<file path="config.mk">
export PLATFORM = sky130hd
export DESIGN_NAME = gpio_io_bridge
export DESIGN_NICKNAME = d
export VERILOG_FILES = /design/src/rtl/gpio_io_bridge.sv
export SDC_FILE = /design/constraint.sdc
export NUM_CORES = 1
export LEC_CHECK = 0
export BUFFER_PORTS_ARGS = -buffer_cell sky130_fd_sc_hd__buf_4
export CAP_MARGIN = 20
export CORE_UTILIZATION = 50
export CTS_BUF_LIST = sky130_fd_sc_hd__clkbuf_4 sky130_fd_sc_hd__clkbuf_8
export DETAILED_ROUTE_END_ITERATION = 10
export GPL_TIMING_DRIVEN = 0
export MAX_ROUTING_LAYER = met4
export PLACE_DENSITY = 0.81
export REMOVE_ABC_BUFFERS = 1
export SLEW_MARGIN = 15
export SYNTH_ARGS = -nofsm -noshare
export SYNTH_HDL_FRONTEND = slang
export SYNTH_SLANG_ARGS = --single-unit
</file>
<file path="constraint.sdc">
create_clock -name clk -period 10.95 [get_ports clk]
set_clock_uncertainty 0.05 [all_clocks]
set_input_delay 1.6425 -clock clk [delete_from_list [all_inputs] [get_ports clk]]
set_output_delay 1.6425 -clock clk [all_outputs]
set_load 0.01 [all_outputs]
</file>
<file path="src/rtl/gpio_io_bridge.sv">
// Board-side GPIO bridge: debounced switches into the CPU, CPU output word to eight 7-segment digits.
// Define GPIO_IO_BRIDGE_BLANK_EN to blank leading zeros on hex1..hex7.
module gpio_io_bridge #(
   parameter int SW_WIDTH        = 18,
   parameter int DEBOUNCE_CYCLES = 250000
) (
   input  logic                clk,
   input  logic                rst,
   input  logic [SW_WIDTH-1:0] sw,
   output logic [31:0]         cpu_in,
   input  logic [31:0]         cpu_out,
   output logic [6:0]          hex0,
   output logic [6:0]          hex1,
   output logic [6:0]          hex2,
   output logic [6:0]          hex3,
   output logic [6:0]          hex4,
   output logic [6:0]          hex5,
   output logic [6:0]          hex6,
   output logic [6:0]          hex7,
   output logic                busy,
   output logic                overflow
);
   localparam int              CNT_W   = $clog2(DEBOUNCE_CYCLES + 1);
   localparam logic [CNT_W-1:0] CNT_MAX = CNT_W'(DEBOUNCE_CYCLES - 1);
   localparam logic [6:0]      SEG_BLANK = 7'h7F;
`ifdef GPIO_IO_BRIDGE_BLANK_EN
   localparam logic [6:0]      SEG_RST_HI = SEG_BLANK;
`else
   localparam logic [6:0]      SEG_RST_HI = 7'h40;
`endif

   typedef enum logic [1:0] {S_IDLE, S_SHIFT, S_LATCH} state_t;

   logic [SW_WIDTH-1:0] r_sync1, r_sync2, r_cand;
   logic [CNT_W-1:0]    r_cnt;
   logic [31:0]         r_cpu_in;
   state_t              r_state, w_state_next;
   logic [31:0]         r_shadow, r_bin;
   logic [39:0]         r_bcd;
   logic [39:0]         w_bcd_adj;
   logic [4:0]          r_iter;
   logic [6:0]          r_hex [0:7];
   logic [6:0]          w_seg [0:7];
   logic                r_overflow;

   function automatic logic [6:0] f_seg(input logic [3:0] d);
      case (d)
         4'd0:    f_seg = 7'h40;
         4'd1:    f_seg = 7'h79;
         4'd2:    f_seg = 7'h24;
         4'd3:    f_seg = 7'h30;
         4'd4:    f_seg = 7'h19;
         4'd5:    f_seg = 7'h12;
         4'd6:    f_seg = 7'h02;
         4'd7:    f_seg = 7'h78;
         4'd8:    f_seg = 7'h00;
         4'd9:    f_seg = 7'h10;
         default: f_seg = SEG_BLANK;
      endcase
   endfunction

   // Count restarts whenever the synchronised value disagrees with the candidate.
   always_ff @(posedge clk or posedge rst) begin
      if (rst) begin
         r_sync1  <= '0;
         r_sync2  <= '0;
         r_cand   <= '0;
         r_cnt    <= '0;
         r_cpu_in <= '0;
      end else begin
         r_sync1 <= sw;
         r_sync2 <= r_sync1;
         if (r_sync2 != r_cand) begin
            r_cand <= r_sync2;
            r_cnt  <= '0;
         end else if (r_cnt == CNT_MAX) begin
            r_cpu_in <= 32'(r_cand);
         end else begin
            r_cnt <= r_cnt + CNT_W'(1);
         end
      end
   end

   generate
      for (genvar gi = 0; gi < 10; gi++) begin : g_adj
         assign w_bcd_adj[gi*4 +: 4] = (r_bcd[gi*4 +: 4] >= 4'd5) ?
                                       r_bcd[gi*4 +: 4] + 4'd3 : r_bcd[gi*4 +: 4];
      end
      for (genvar gi = 0; gi < 8; gi++) begin : g_seg
`ifdef GPIO_IO_BRIDGE_BLANK_EN
         if (gi > 0) begin : g_blank
            assign w_seg[gi] = (r_bcd[31:gi*4] == '0) ? SEG_BLANK : f_seg(r_bcd[gi*4 +: 4]);
         end else begin : g_digit
            assign w_seg[gi] = f_seg(r_bcd[gi*4 +: 4]);
         end
`else
         assign w_seg[gi] = f_seg(r_bcd[gi*4 +: 4]);
`endif
      end
   endgenerate

   always_ff @(posedge clk or posedge rst) begin
      if (rst) r_state <= S_IDLE;
      else     r_state <= w_state_next;
   end

   always_comb begin
      w_state_next = r_state;
      case (r_state)
         S_IDLE:  if (cpu_out != r_shadow) w_state_next = S_SHIFT;
         S_SHIFT: if (r_iter == 5'd31) w_state_next = S_LATCH;
         S_LATCH: w_state_next = S_IDLE;
         default: w_state_next = S_IDLE;
      endcase
   end

   always_comb begin
      busy     = (r_state != S_IDLE);
      overflow = r_overflow;
   end

   // Double-dabble datapath; cpu_out is only sampled while idle.
   always_ff @(posedge clk or posedge rst) begin
      if (rst) begin
         r_shadow   <= '0;
         r_bin      <= '0;
         r_bcd      <= '0;
         r_iter     <= '0;
         r_overflow <= 1'b0;
         r_hex[0]   <= 7'h40;
         for (int n = 1; n < 8; n++) r_hex[n] <= SEG_RST_HI;
      end else begin
         case (r_state)
            S_IDLE: begin
               if (cpu_out != r_shadow) begin
                  r_shadow <= cpu_out;
                  r_bin    <= cpu_out;
                  r_bcd    <= '0;
                  r_iter   <= '0;
               end
            end
            S_SHIFT: begin
               {r_bcd, r_bin} <= {w_bcd_adj[38:0], r_bin, 1'b0};
               r_iter         <= r_iter + 5'd1;
            end
            S_LATCH: begin
               for (int n = 0; n < 8; n++) r_hex[n] <= w_seg[n];
               r_overflow <= (r_bcd[39:32] != 8'd0);
            end
            default: ;
         endcase
      end
   end

   assign cpu_in = r_cpu_in;
   assign hex0   = r_hex[0];
   assign hex1   = r_hex[1];
   assign hex2   = r_hex[2];
   assign hex3   = r_hex[3];
   assign hex4   = r_hex[4];
   assign hex5   = r_hex[5];
   assign hex6   = r_hex[6];
   assign hex7   = r_hex[7];
endmodule

</file>
# Word level (Yosys, flattened, before mapping)
# Memories as Yosys holds them, arrays and structs flattened. A register that Yosys moved wholly into a read port is not among the register bits.
# Index checks and enable logic that the tools add are counted.
# W data, S select, Z words.
classes:
  n_addsub: 12
  order_cmp: 10
  eq_ne: 9
  n_mux: 21
  n_bitwise: 1
  reduce_logical: 8
ops:
  columns: ["operator", "n"]
  rows:
  - ["$pmux W40 S2", 1]
  - ["$pmux W32 S2", 1]
  - ["$ge A4 B3 Y1 const B", 10]
  - ["$mux W40", 1]
  - ["$add A4 B2 Y4 const B", 9]
  - ["$mux W18", 2]
  - ["$mux W4", 9]
  - ["$mux W32", 1]
  - ["$ne A32 B32 Y1", 1]
  - ["$add A18 B1 Y18 const B", 1]
  - ["$eq A18 B18 Y1 const B", 1]
  - ["$ne A18 B18 Y1", 1]
  - ["$pmux W5 S2", 1]
  - ["$reduce_and A2 Y1", 4]
  - ["$reduce_bool A8 Y1", 1]
  - ["$ne A2 B2 Y1 const B", 3]
  - ["$add A5 B1 Y5 const B", 1]
  - ["$eq A5 B5 Y1 const B", 1]
  - ["$mux W5", 1]
  - ["$mux W2", 2]
  - ["$pmux W2 S2", 1]
  - ["$reduce_bool A2 Y1", 2]
  - ["$add A3 B2 Y3 const B", 1]
  - ["$mux W3", 1]
  - ["4 further kinds", 4]
word_totals:
  regBits: 202
  romBits: 896
  inputBits: 52
  output_inout_bits: 90
  memories: 8
mem_list:
  columns: ["memory", "depth", "width", "read_ports", "rd_clocked_by_memory_dff", "write_ports", "line", "source"]
  rows:
  - ["(no name shown)", 16, 7, 1, 1, 0, "47", "case (d)"]
  - ["(no name shown)", 16, 7, 1, 1, 0, "47", null]
  - ["(no name shown)", 16, 7, 1, 1, 0, "47", null]
  - ["(no name shown)", 16, 7, 1, 1, 0, "47", null]
  - ["(no name shown)", 16, 7, 1, 1, 0, "47", null]
  - ["(no name shown)", 16, 7, 1, 1, 0, "47", null]
  - ["+2 memories", null, null, null, null, null, null, null]

# Longest topological paths before layout
# Gate-level depths: netlist (run 1).
logic_depth:
  depth_word: 3
  mapped_depth: 8
  ltp_nobuf: 7

# Worst setup path after synthesis (run 1)
# No wires, ideal clock.
synth_timing:
  kind: "in2reg"
  from: "input port cpu_out[27]"
  to: "register r_bin[30]"
  t_arrival_ps: 2963
  required_time_ps: 10774
  path_slack_ps: 7811
  stages: 6
  cell_sequence: "xor2_1 nor4_1 and4_2 a21oi_4 buf_6 a221o_1"
synth_between:
  elab_chain_len: 3
synth_rtl:
  columns: ["element", "line", "source"]
  rows:
  - ["start, declared", "11", "input logic [31:0] cpu_out,"]
  - ["$ne A32 B32 Y1", "135", "if (cpu_out != r_shadow) begin"]
  - ["$ne A2 B2 Y1 (no line)", null, null]
  - ["$reduce_and A2 Y1 (no line)", null, null]
  - ["end signal, assigned", "137", "r_bin <= cpu_out;"]
  - ["end signal, assigned", "143", "{r_bcd, r_bin} <= {w_bcd_adj[38:0], r_bin, 1'b0};"]
  - ["end, declared", "38", "logic [31:0] r_shadow, r_bin;"]
# No other way between the ends.
# A chain may end at the register's enable or synchronous reset.

# Worst setup path after layout (run 1)
layout_timing:
  from: "register r_state[1]"
  to: "output port busy"
layout_between:
  elab_chain_len: 1
layout_rtl:
  columns: ["element", "line", "source"]
  rows:
  - ["start, declared", "37", "state_t r_state, w_state_next;"]
  - ["start signal, assigned", "104", "else r_state <= w_state_next;"]
  - ["$reduce_bool A2 Y1", "118", "busy = (r_state != S_IDLE);"]
  - ["end, declared", "20", "output logic busy,"]
# No other way between the ends.

==> summary.txt, run 1 <==
Status
  • Status: finished clean

Final layout
  • Ant. Diodes: 0
  • Multi-input logic area: 0.00562 mm²
  • # fillers: 1973
  • P&R area growth vs syn: 17.7%
  • Final net count: 1443
  • FF+latch area: 0.00647 mm²
  • Share of cells above drive strength 1: 21.7%
  • Core Util, Final: 60.6%

Drt
  • Antenna Violating Nets Remaining: 0
  • Via/cell ratio: 5.45
  • # DRC: 0
  • DRT Pass-1 Iters: 5
  • WL final: 26200 µm
  • Routed WL per cell: 15.5 µm
  • Initial DRC count: 642
  • Via count: 9245

Global route
  • Total gr overflow: 0
  • Initial antenna violation count: 0
  • Largest net degree at the start of global routing: 98
  • First-pass GRT wire length: 44600 µm
  • Global Route Usage Sum: 21.5%
  • Vias in the first global route: 9109

STA
  • Max Freq: 263 MHz
  • Rel. slew slack: 44.2%
  • Final setup vio count: 0
  • Worst Tran Pin Value: 0.832 ns
  • Pins Over Slew Limit: 0
  • RSZ-0062 raised after global routing: no
  • Min Tclk post-route: 3.80 ns
  • Period utilisation layout: 34.7%
  • Final count of hold timing violations: 0

Power and ir drop
  • Internal power: 2.14 mW
  • PD cells: 210 mW/mm²
  • Switching Fraction: 31.8%
  • Peak VDD IR: 0.0983 mV
  • Switching power: 0.997 mW
  • Sequential Power Share: 42.2%
  • Static leakage: 6.74 nW
  • Clock Power Share: 31.8%
  • Final Power: 3.14 mW
  • Gate power share: 26.0%

Logic synthesis
  • Netlist cell types: 57
  • Post-synth top cells: dfrtp_1, nand2_1, o21ai_0
  • Post-Synth XOR/XNOR Area: 5.46%
  • Mean Syn Cell Area: 10.2 µm²
  • Simple-Gate Fraction of Synth Area: 12.8%
  • Seq cells post-synth: 258
  • Post-synthesis compound-gate area fraction: 14.2%
  • Ys Warns: 0
  • Register area share after synthesis: 51.1%
  • Synth area leader: dfrtp_1
  • Count leader, synth: dfrtp_1
  • Cells after Synth: 1238
  • Post-synthesis async set-or-reset flop share: 100%
  • Predominant post-synthesis flop cell: dfrtp_1
  • Post-synthesis adder-cell area fraction: 5.24%
  • Synthesized area: 0.0127 mm²
  • Synth top area cells: dfrtp_1, nand2_1, ha_1
  • Mux share of post-synthesis cell area: 5.97%
  • EDFF count, synth: 0
  • Top cell type's share of synthesized area: 49.4%
  • Largest family of logic cells by synthesized area: compound AO/OA/AOI/OAI gates

Job
  • Max-cap violations: 0

Place
  • Post-DP HPWL: 17400 µm
  • Routability cong.: 0.811
  • Port bufs: 127

Setup path
  • Critical path data arrival time: 2.11 ns
  • Crit path cell chain: clkinv_1 > nand2_1 > buf_4
  • Worst Setup End Kind: output pin
  • CP max FO: 16
  • CP Launch Type: register
  • Crit path required time: 9.26 ns
  • WS Path Type: reg2out
  • Critical path's slowest cell: dfrtp_2
  • CP max stage delay: 0.59 ns

Clock network
  • Clock Tree Root: clkbuf_8
  • Clock tree buffer depth: 3
  • Post-CTS resize count: 0
  • Clock sink total: 258
  • H-tree depth: 2
  • Clock Latency Late Sink: 0.56 ns
  • Count of hold-fix buffers inserted at cts: 0
  • Total CTS buffers: 45
  • Post-CTS setup buffer count: 0
  • Worst-path clk slew: 0.06 ns
  • Clock tree from TritonCTS: yes

Min path
  • Min-delay worst type: reg2reg

Floorplan
  • Core area: 0.0246 mm²
  • Die width: 161 µm
  • I/O Pins: 142
  • Die height: 161 µm
  • Die ar.: 0.0260 mm²
  • FP Rows: 57
  • Initial Util: 51.5%
[state kept, by name, summed over array words and instances, names as in the netlist, 18 cells and up]
signal	flops
cpu_in	18
r_cand	18
r_sync2	18
r_bin	32
r_bcd	40
r_shadow	32
r_cnt	18
r_sync1	18
[worst paths after layout]
path                                           from                        to  slack, ns  cells past startpoint
setup / recovery             r_state[1]$_DFFE_PP0P_                      busy       7.15                      3
hold / removal                 r_sync1[4]$_DFF_PP0_      r_sync2[4]$_DFF_PP0_       0.29                      0
setup reg to reg           r_shadow[27]$_DFFE_PP0P_     r_bcd[35]$_DFFE_PP0P_       8.18                      5
hold reg to reg                r_sync1[4]$_DFF_PP0_      r_sync2[4]$_DFF_PP0_       0.29                      0
max in group asynchronous                       rst       hex3[6]$_DFFE_PP1N_       8.87                      3
min in group asynchronous                       rst  r_shadow[29]$_DFFE_PP0P_       1.09                      2
[critical path, delay by kind of cell, from the launching register on]
kind	cells	cell delay, ns
buffers and inverters	2	0.64
AND/OR/NAND/NOR	1	0.33
flip-flops	1	0.59
[power by group through the flow]
| stage | logic, mW | clock network [mW] | registers (mW) |
|---|---|---|---|
| after detailed placement | 0.823 | 0 | 1.34 |
| after global routing | 0.927 | 1.07 | 1.35 |
| final | 0.817 | 0.996 | 1.32 |
| after floorplan | 0.487 | 0 | 1.35 |
| after global placement | 0.794 | 0 | 1.33 |
| after CTS | 0.828 | 1.02 | 1.32 |
[cell usage in the layout, fill, tap and decap left out, drive strengths merged, types with 3 or more instances in the layout]
cell,n
o32ai,7
a22o,3
bufinv,4
dfrtp,250
o21ai,89
mux2,54
nor3,9
a221o,30
clkinv,7
a31oi,7
and4,3
ha,53
o22a,4
nor4,11
a21o,5
nand2b,16
dfstp,8
o311ai,3
o22ai,32
nand4,11
inv,46
nor2b,32
nand3,12
and2,3
buf,139
xor2,43
o31ai,24
mux2i,11
o211ai,8
conb,14
clkbuf,68
xnor2,36
nand2,179
nor2,71
a21oi,61
[kinds of logic after synthesis]
group,Yosys count
other,1
xor gates and xnor gates,79
AOI/OAI and AO/OA,281
and+or+nand+nor,357
buffers and inverters,144
DFF,258
adders and majority gates,53
muxes,65
[metrics by stage]
step / TNS, ns / cells / cell area (µm²) / hold slack, ns / setup WS [ns]
2_1_floorplan: 0 / 1152 / 12200 / 0.281 / 2.17
3_3_place_gp: -131.84 / 1603 / 13600 / 0.283 / -0.549
3_5_place_dp: 0 / 1614 / 13900 / 0.285 / 6.94
4_1_cts: 0 / 1695 / 14900 / 0.297 / 7.13
5_1_grt: 0 / 1696 / 14900 / 0.303 / 7.00
6_report: 0 / 1696 / 14900 / 0.294 / 7.15
[layout make-up]
type / instances / area share [%]
Clock buffer: 68 / 5.69
Clock inverter: 13 / 1.24
Inverter: 45 / 1.18
Multi-Input combinational cell: 849 / 37.7
Sequential cell: 258 / 43.4
Tap cell: 324 / 2.72
Timing Repair Buffer: 139 / 8.11
[metal layers]
| metal | global-route usage, % | routed length, µm | vias up |
|---|---|---|---|
| met2 | 34.6 | 12800 | 232 |
| met5 | - | 0 | - |
| met1 | 27.6 | 11600 | 4504 |
| li1 | - | - | 4451 |
| met3 | 3.44 | 1080 | 58 |
| met4 | 7.93 | 743 | 0 |
Power figures use the tool's default switching activity.
==> run 2, diff against run 1 <==
clock period = 3.54 ns   (was 10.95 ns; I/O delays follow)
==> run 2 against run 1 <==
Compared with the run above: worst setup slack lost 6.4 ns; clock power grew to 3.1 times the previous value; design area grew 0.81%; routed wire length grew 0.68%; final cell count grew 0.71%; critical endpoint is now r_bcd[35]$_DFFE_PP0P_; power grew to 3.1 times the previous value; largest cell class unchanged; die area is the same.
==> summary.txt, run 2 (synthesized netlist as in run 1, its figures left out) <==
Status
  • Status: finished clean (unchanged)

Floorplan
  • Die width: 161 µm (unchanged)
  • FP Rows: 57 (unchanged)
  • Core area: 0.0246 mm² (unchanged)
  • Die height: 161 µm (unchanged)
  • Initial Util: 51.5% (unchanged)
  • Die ar.: 0.0260 mm² (unchanged)
  • I/O Pins: 142 (unchanged)

Global route
  • Initial antenna violation count: 0 (unchanged)
  • First-pass GRT wire length: 44800 µm (was 44600 µm)
  • Vias in the first global route: 9152 (was 9109)
  • Largest net degree at the start of global routing: 98 (unchanged)
  • Global Route Usage Sum: 21.6% (was 21.5%)
  • Total gr overflow: 0 (unchanged)

Clock network
  • Post-CTS setup buffer count: 0 (unchanged)
  • Count of hold-fix buffers inserted at cts: 6 (was 0)
  • Worst-path clk slew: 0.06 ns (about the same)
  • Clock Tree Root: clkbuf_8 (unchanged)
  • Clock tree from TritonCTS: yes (unchanged)
  • Clock sink total: 258 (unchanged)
  • Clock Latency Late Sink: 0.56 ns (about the same)
  • Post-CTS resize count: 0 (unchanged)
  • Clock tree buffer depth: 3 (unchanged)
  • Total CTS buffers: 45 (unchanged)
  • H-tree depth: 2 (unchanged)

Final layout
  • Core Util, Final: 61.1% (was 60.6%)
  • Post-route non-filler standard cell count: 1708 (was 1696)
  • Commonest non-fill, non-tap cell in the layout: dfrtp_1 (unchanged)
  • Final net count: 1455 (was 1443)
  • Max FFs per register: 40 (unchanged)
  • P&R area growth vs syn: 18.7% (was 17.7%)
  • Ant. Diodes: 0 (unchanged)
  • Final instance area: 0.0150 mm² (was 0.0149 mm²)
  • Share of cells above drive strength 1: 21.5% (was 21.7%)
  • Commonest cells after routing, fill and taps aside: dfrtp_1, nand2_1, buf_4, o21ai_0, nor2_1 (unchanged)
  • Register bank with the most flops: r_bcd (unchanged)
  • Top flop regs: r_bcd x40, r_bin x32, r_shadow x32 (unchanged)

Place
  • Port bufs: 127 (unchanged)
  • Post-DP HPWL: 17400 µm (unchanged)
  • DP Worst Slack: 0.645 ns (was 6.94 ns)
  • Placed Area: 0.0139 mm² (unchanged)
  • # placed instances: 1614 (unchanged)
  • Routability cong.: 0.811 (unchanged)

STA
  • RSZ-0062 raised after global routing: no (unchanged)
  • Final setup vio count: 0 (unchanged)
  • Worst Tran Pin Value: 0.833 ns (was 0.832 ns)
  • Period utilisation layout: 78.3%
  • Pins Over Slew Limit: 0 (unchanged)
  • Fin worst setup slack: 0.769 ns (was 7.15 ns)
  • Min Tclk post-route: 2.77 ns
  • Max Freq: 361 MHz
  • Minimum hold slack: 0.0341 ns (was 0.294 ns)
  • Rel. slew slack: 44.1% (was 44.2%)
  • Final count of hold timing violations: 0 (unchanged)

Setup path
  • CP max stage delay: 0.77 ns (was 0.59 ns)
  • Crit path cell chain: xor2_1 > nor4_1 > nand4_1 > o31ai_2 > a22o_1 (was clkinv_1 > nand2_1 > buf_4)
  • Worst Setup End Kind: register (was output pin)
  • Critical path's slowest cell: o31ai_2 (was dfrtp_2)
  • CP Launch Type: register (unchanged)
  • Crit path required time: 3.98 ns (was 9.26 ns)
  • WS Path Type: reg2reg (was reg2out)
  • CP max FO: 6 (was 16)
  • Critical path data arrival time: 3.21 ns (was 2.11 ns)

Power and ir drop
  • PD cells: 647 mW/mm² (was 210 mW/mm²)
  • Peak VDD IR: 0.304 mV (was 0.0983 mV)
  • Static leakage: 6.79 nW (was 6.74 nW)

Drt
  • WL final: 26400 µm (was 26200 µm)
  • Antenna Violating Nets Remaining: 0 (unchanged)
  • Via count: 9274 (was 9245)
  • Routed WL per cell: 15.5 µm (about the same)
  • DRT Pass-1 Iters: 5 (unchanged)
  • Via/cell ratio: 5.43 (was 5.45)
  • Initial DRC count: 661 (was 642)
  • # DRC: 0 (unchanged)

Job
  • Max-cap violations: 0 (unchanged)

Min path
  • Min-delay worst type: in2reg (was reg2reg)
==> run 2: worst max-delay path, delay by kind of cell (launching register included) <==
kind             cells  cell delay [ns]
XOR/XNOR             1             0.16
AND/OR/NAND/NOR      2             1.07
flip-flops           1             0.38
AO/OA/AOI/OAI        2             1.03
==> run 2: per-stage QoR <==
step	power, mW	TNS (ns)
finish	9.72	0
global route	10.4	0
detailed placement	6.69	0
global placement	6.58	-1944.74
CTS	9.81	0
floorplan	5.67	-1049.91
==> run 2: layout make-up <==
cell class / instances / area (µm²)
clock inverter: 13 / 185
timing repair buffer: 151 / 1330
inverter: 45 / 176
clock buffer: 68 / 848
fill: 1956 / 9580
sequential: 258 / 6470
multi-input combinational: 849 / 5620
tap: 324 / 405
==> run 2: report_power, final <==
part	internal, mW	leakage, nW	total, mW	switching (mW)
sequential	3.52	3.16	4.10	0.573
combinational	1.27	3.09	2.54	1.27
clock	1.84	0.546	3.08	1.25
==> run 2: worst paths after layout <==
path / from / end / slack [ns] / cells after the start
min reg2reg: r_sync1[4]$_DFF_PP0_ / r_sync2[4]$_DFF_PP0_ / 0.29 / 0
min: sw[5] / r_sync1[5]$_DFF_PP0_ / 0.03 / 1
max: r_shadow[27]$_DFFE_PP0P_ / r_bcd[35]$_DFFE_PP0P_ / 0.77 / 5
max reg2reg: r_shadow[27]$_DFFE_PP0P_ / r_bcd[35]$_DFFE_PP0P_ / 0.77 / 5
min in group asynchronous: rst / r_shadow[29]$_DFFE_PP0P_ / 0.53 / 3
max in group asynchronous: rst / hex3[6]$_DFFE_PP1N_ / 2.02 / 4
==> run 2: per-layer routing <==
| metal | global-route usage (%) | share of wire [%] |
|---|---|---|
| met4 | 8.23 | 3.0 |
| met3 | 3.47 | 4.2 |
| met1 | 27.7 | 44 |
| met5 | - | 0 |
| met2 | 34.6 | 48 |
==> run 3, diff against run 2 <==
PLACE_DENSITY = 0.84   (was 0.81)
clock period = 2.5 ns   (was 3.54 ns; I/O delays follow)
==> run 3 against run 2 <==
Compared with the run above: worst setup slack worse by 0.80 ns; core utilization grew 0.56 points; largest power group unchanged; clock-buffer cell count is 3 higher; the flow now finishes with violations (negative setup slack); routed wire length rose by 5.5%.
==> summary.txt, run 3 (synthesized netlist as in run 1, its figures left out) <==
Status
  • Status: finished with violations (was finished clean)
  • Failing checks: negative setup slack

Clock network
  • Clock sink total: 258 (unchanged)
  • H-tree depth: 2 (unchanged)
  • Worst-path clk slew: 0.06 ns (about the same)
  • Clock tree buffer depth: 3 (unchanged)
  • Clock Tree Root: clkbuf_8 (unchanged)
  • Clock Latency Late Sink: 0.56 ns (about the same)
  • Clock tree from TritonCTS: yes (unchanged)
  • Total CTS buffers: 43 (was 45)

Power and ir drop
  • Switching power: 4.35 mW (was 3.09 mW)
  • Switching Fraction: 32.7% (was 31.8%)
  • Static leakage: 6.83 nW (was 6.79 nW)
  • Peak VDD IR: 0.473 mV (was 0.304 mV)
  • Sequential Power Share: 43.6% (was 42.2%)
  • Clock Power Share: 29.0% (was 31.7%)
  • Final Power: 13.3 mW (was 9.72 mW)
  • Gate power share: 27.3% (was 26.1%)
  • PD cells: 877 mW/mm² (was 647 mW/mm²)
  • Internal power: 8.96 mW (was 6.63 mW)

Final layout
  • Ant. Diodes: 0 (unchanged)
  • Core Util, Final: 61.6% (was 61.1%)
  • P&R area growth vs syn: 19.8% (was 18.7%)
  • FF+latch area: 0.00647 mm² (about the same)
  • Commonest non-fill, non-tap cell in the layout: dfrtp_1 (unchanged)
  • Share of cells above drive strength 1: 22.1% (was 21.5%)
  • Final net count: 1475 (was 1455)
  • Top flop regs: r_bcd x40, r_bin x32, r_shadow x32 (unchanged)
  • Max FFs per register: 40 (unchanged)
  • # fillers: 1916 (was 1956)
  • Multi-input logic area: 0.00569 mm² (was 0.00562 mm²)
  • Register bank with the most flops: r_bcd (unchanged)
  • Commonest cells after routing, fill and taps aside: dfrtp_1, nand2_1, buf_4, o21ai_0, nor2_1 (unchanged)

Setup path
  • Reg-to-reg setup timing slack: -0.03 ns (was 0.77 ns)
  • Critical path data arrival time: 2.98 ns (was 3.21 ns)
  • Critical path's slowest cell: o31ai_2 (unchanged)
  • CP max stage delay: 0.76 ns (was 0.77 ns)
  • Reg2Reg Capture Point: r_bcd[35]$_DFFE_PP0P_ (unchanged)
  • CP Launch Type: input port (was register)
  • CP startpoint: cpu_out[13] (was r_shadow[27]$_DFFE_PP0P_)
  • Crit path cell chain: dlygate4sd3_1 > buf_4 > xor2_1 > nor4_1 > nand4_1 > o31ai_2 > a22o_1 (was xor2_1 > nor4_1 > nand4_1 > o31ai_2 > a22o_1)
  • WS Path Type: in2reg (was reg2reg)
  • Bufs and invs on worst path: 2 (was 0)
  • R2R depth: 5 (unchanged)
  • CP Depth: 7 (was 5)
  • CP delay by family, top: compound AO/OA/AOI/OAI gates (was simple AND/OR/NAND/NOR gates)
  • CP Capture Point: r_bcd[35]$_DFFE_PP0P_ (unchanged)
  • Worst Setup End Kind: register (unchanged)
  • CP max FO: 6 (unchanged)
  • Worst r2r src: r_shadow[29]$_DFFE_PP0P_ (was r_shadow[27]$_DFFE_PP0P_)
  • Crit path required time: 2.95 ns (was 3.98 ns)

Global route
  • Vias in the first global route: 9380 (was 9152)
  • Largest net degree at the start of global routing: 112 (was 98)
  • First-pass GRT wire length: 46200 µm (was 44800 µm)
  • Initial antenna violation count: 0 (unchanged)
  • Global Route Usage Sum: 22.4% (was 21.6%)
  • Total gr overflow: 0 (unchanged)

Drt
  • WL final: 27900 µm (was 26400 µm)
  • Via/cell ratio: 5.45 (was 5.43)
  • Antenna Violating Nets Remaining: 0 (unchanged)
  • Via count: 9393 (was 9274)
  • # DRC: 0 (unchanged)
  • Routed WL per cell: 16.2 µm (was 15.5 µm)
  • Initial DRC count: 658 (was 661)
  • DRT Pass-1 Iters: 5 (unchanged)

Place
  • Port bufs: 127 (unchanged)
  • Routability cong.: 0.844 (was 0.811)
  • Post-DP HPWL: 17600 µm (was 17400 µm)

STA
  • Max Freq: 395 MHz
  • Period utilisation layout: 101%
  • Final setup vio count: 5 (was 0)
  • Sum Neg Setup Slack: -0.136 ns (was 0 ns)
  • Fin worst setup slack: -0.0336 ns (was 0.769 ns)
  • Final count of hold timing violations: 0 (unchanged)
  • Rel. slew slack: 46.7% (was 44.1%)
  • Min Tclk post-route: 2.53 ns
  • Minimum hold slack: 0.0202 ns (was 0.0341 ns)
  • Worst Tran Pin Value: 0.795 ns (was 0.833 ns)
  • RSZ-0062 raised after global routing: yes (was no)
  • Pins Over Slew Limit: 0 (unchanged)

Floorplan
  • Die height: 161 µm (unchanged)
  • Die width: 161 µm (unchanged)
  • I/O Pins: 142 (unchanged)
  • Die ar.: 0.0260 mm² (unchanged)
  • Core area: 0.0246 mm² (unchanged)
  • FP Rows: 57 (unchanged)
  • Initial Util: 51.5% (unchanged)

Job
  • Max-cap violations: 0 (unchanged)

Min path
  • Min-delay worst type: in2reg (unchanged)
run 3: cell types whose count changed in the layout (fill, tap and decap cells not counted), sizes merged:
cell / delta
dlygate4sd3: +13
buf: +7
bufinv: -4
clkinv: -4
clkbuf: +3
a21oi: +1
nor2: +1
run 3: worst min path at each step:
| stage | cells past startpoint | startpoint | slack, ns | endpoint |
|---|---|---|---|---|
| finish | 2 | cpu_out[3] | 0.02 | r_bin[3]$_DFFE_PP0P_ |
| detailed placement | 0 | r_sync1[14]$_DFF_PP0_ | 0.28 | r_sync2[14]$_DFF_PP0_ |
| CTS | 2 | cpu_out[28] | 0.0005 | r_bin[28]$_DFFE_PP0P_ |
| floorplan | 0 | r_sync1[0]$_DFF_PP0_ | 0.28 | r_sync2[0]$_DFF_PP0_ |
| global route | 2 | cpu_out[15] | 0.009 | r_bin[15]$_DFFE_PP0P_ |
| global placement | 0 | r_sync1[13]$_DFF_PP0_ | 0.28 | r_sync2[13]$_DFF_PP0_ |
run 3: power groups by stage:
stage,Clock (mW),Combinational (mW),Sequential [mW]
after detailed placement,0,3.60,5.86
after CTS,3.93,3.65,5.79
after global placement,0,3.47,5.83
final,3.87,3.64,5.81
after floorplan,0,2.13,5.90
after global routing,4.14,4.11,5.93
run 3: per-stage QoR:
| step | cell area (µm²) | setup WS [ns] | instances |
|---|---|---|---|
| floorplan | 12200 | -5.01 | 1152 |
| global placement | 13600 | -7.58 | 1603 |
| detailed placement | 13900 | -0.563 | 1615 |
| CTS | 15100 | 0.0110 | 1718 |
| global route | 15200 | -0.0385 | 1725 |
| finish | 15200 | -0.0336 | 1725 |
run 3: per-layer routing:
layer | vias to the layer above | wire length [µm] | global-route usage, %
li1 | 4525 | - | -
met1 | 4582 | 12000 | 27.7
met2 | 220 | 13900 | 36.8
met3 | 66 | 1130 | 3.60
met4 | 0 | 858 | 8.79
met5 | - | 0 | -
run 3: area by class of cell:
type                            count  share of cell area [%]
Inverter                           45                    1.20
Timing Repair Buffer              171                    10.1
Tap cell                          324                    2.67
Multi-Input combinational cell    851                    37.5
Sequential cell                   258                    42.7
Clock inverter                      5                   0.322
Clock buffer                       71                    5.58
run 3: timing repair:
action | 4_1_cts | 5_1_grt
hold buffers | 23 | 2
hold endpoints to repair | 73 | 2
setup buffers | 3 | 4
pin swaps | 0 | 1
setup endpoints to repair | 95 | 59
cloned | 1 | 1
resized for setup | 6 | 5
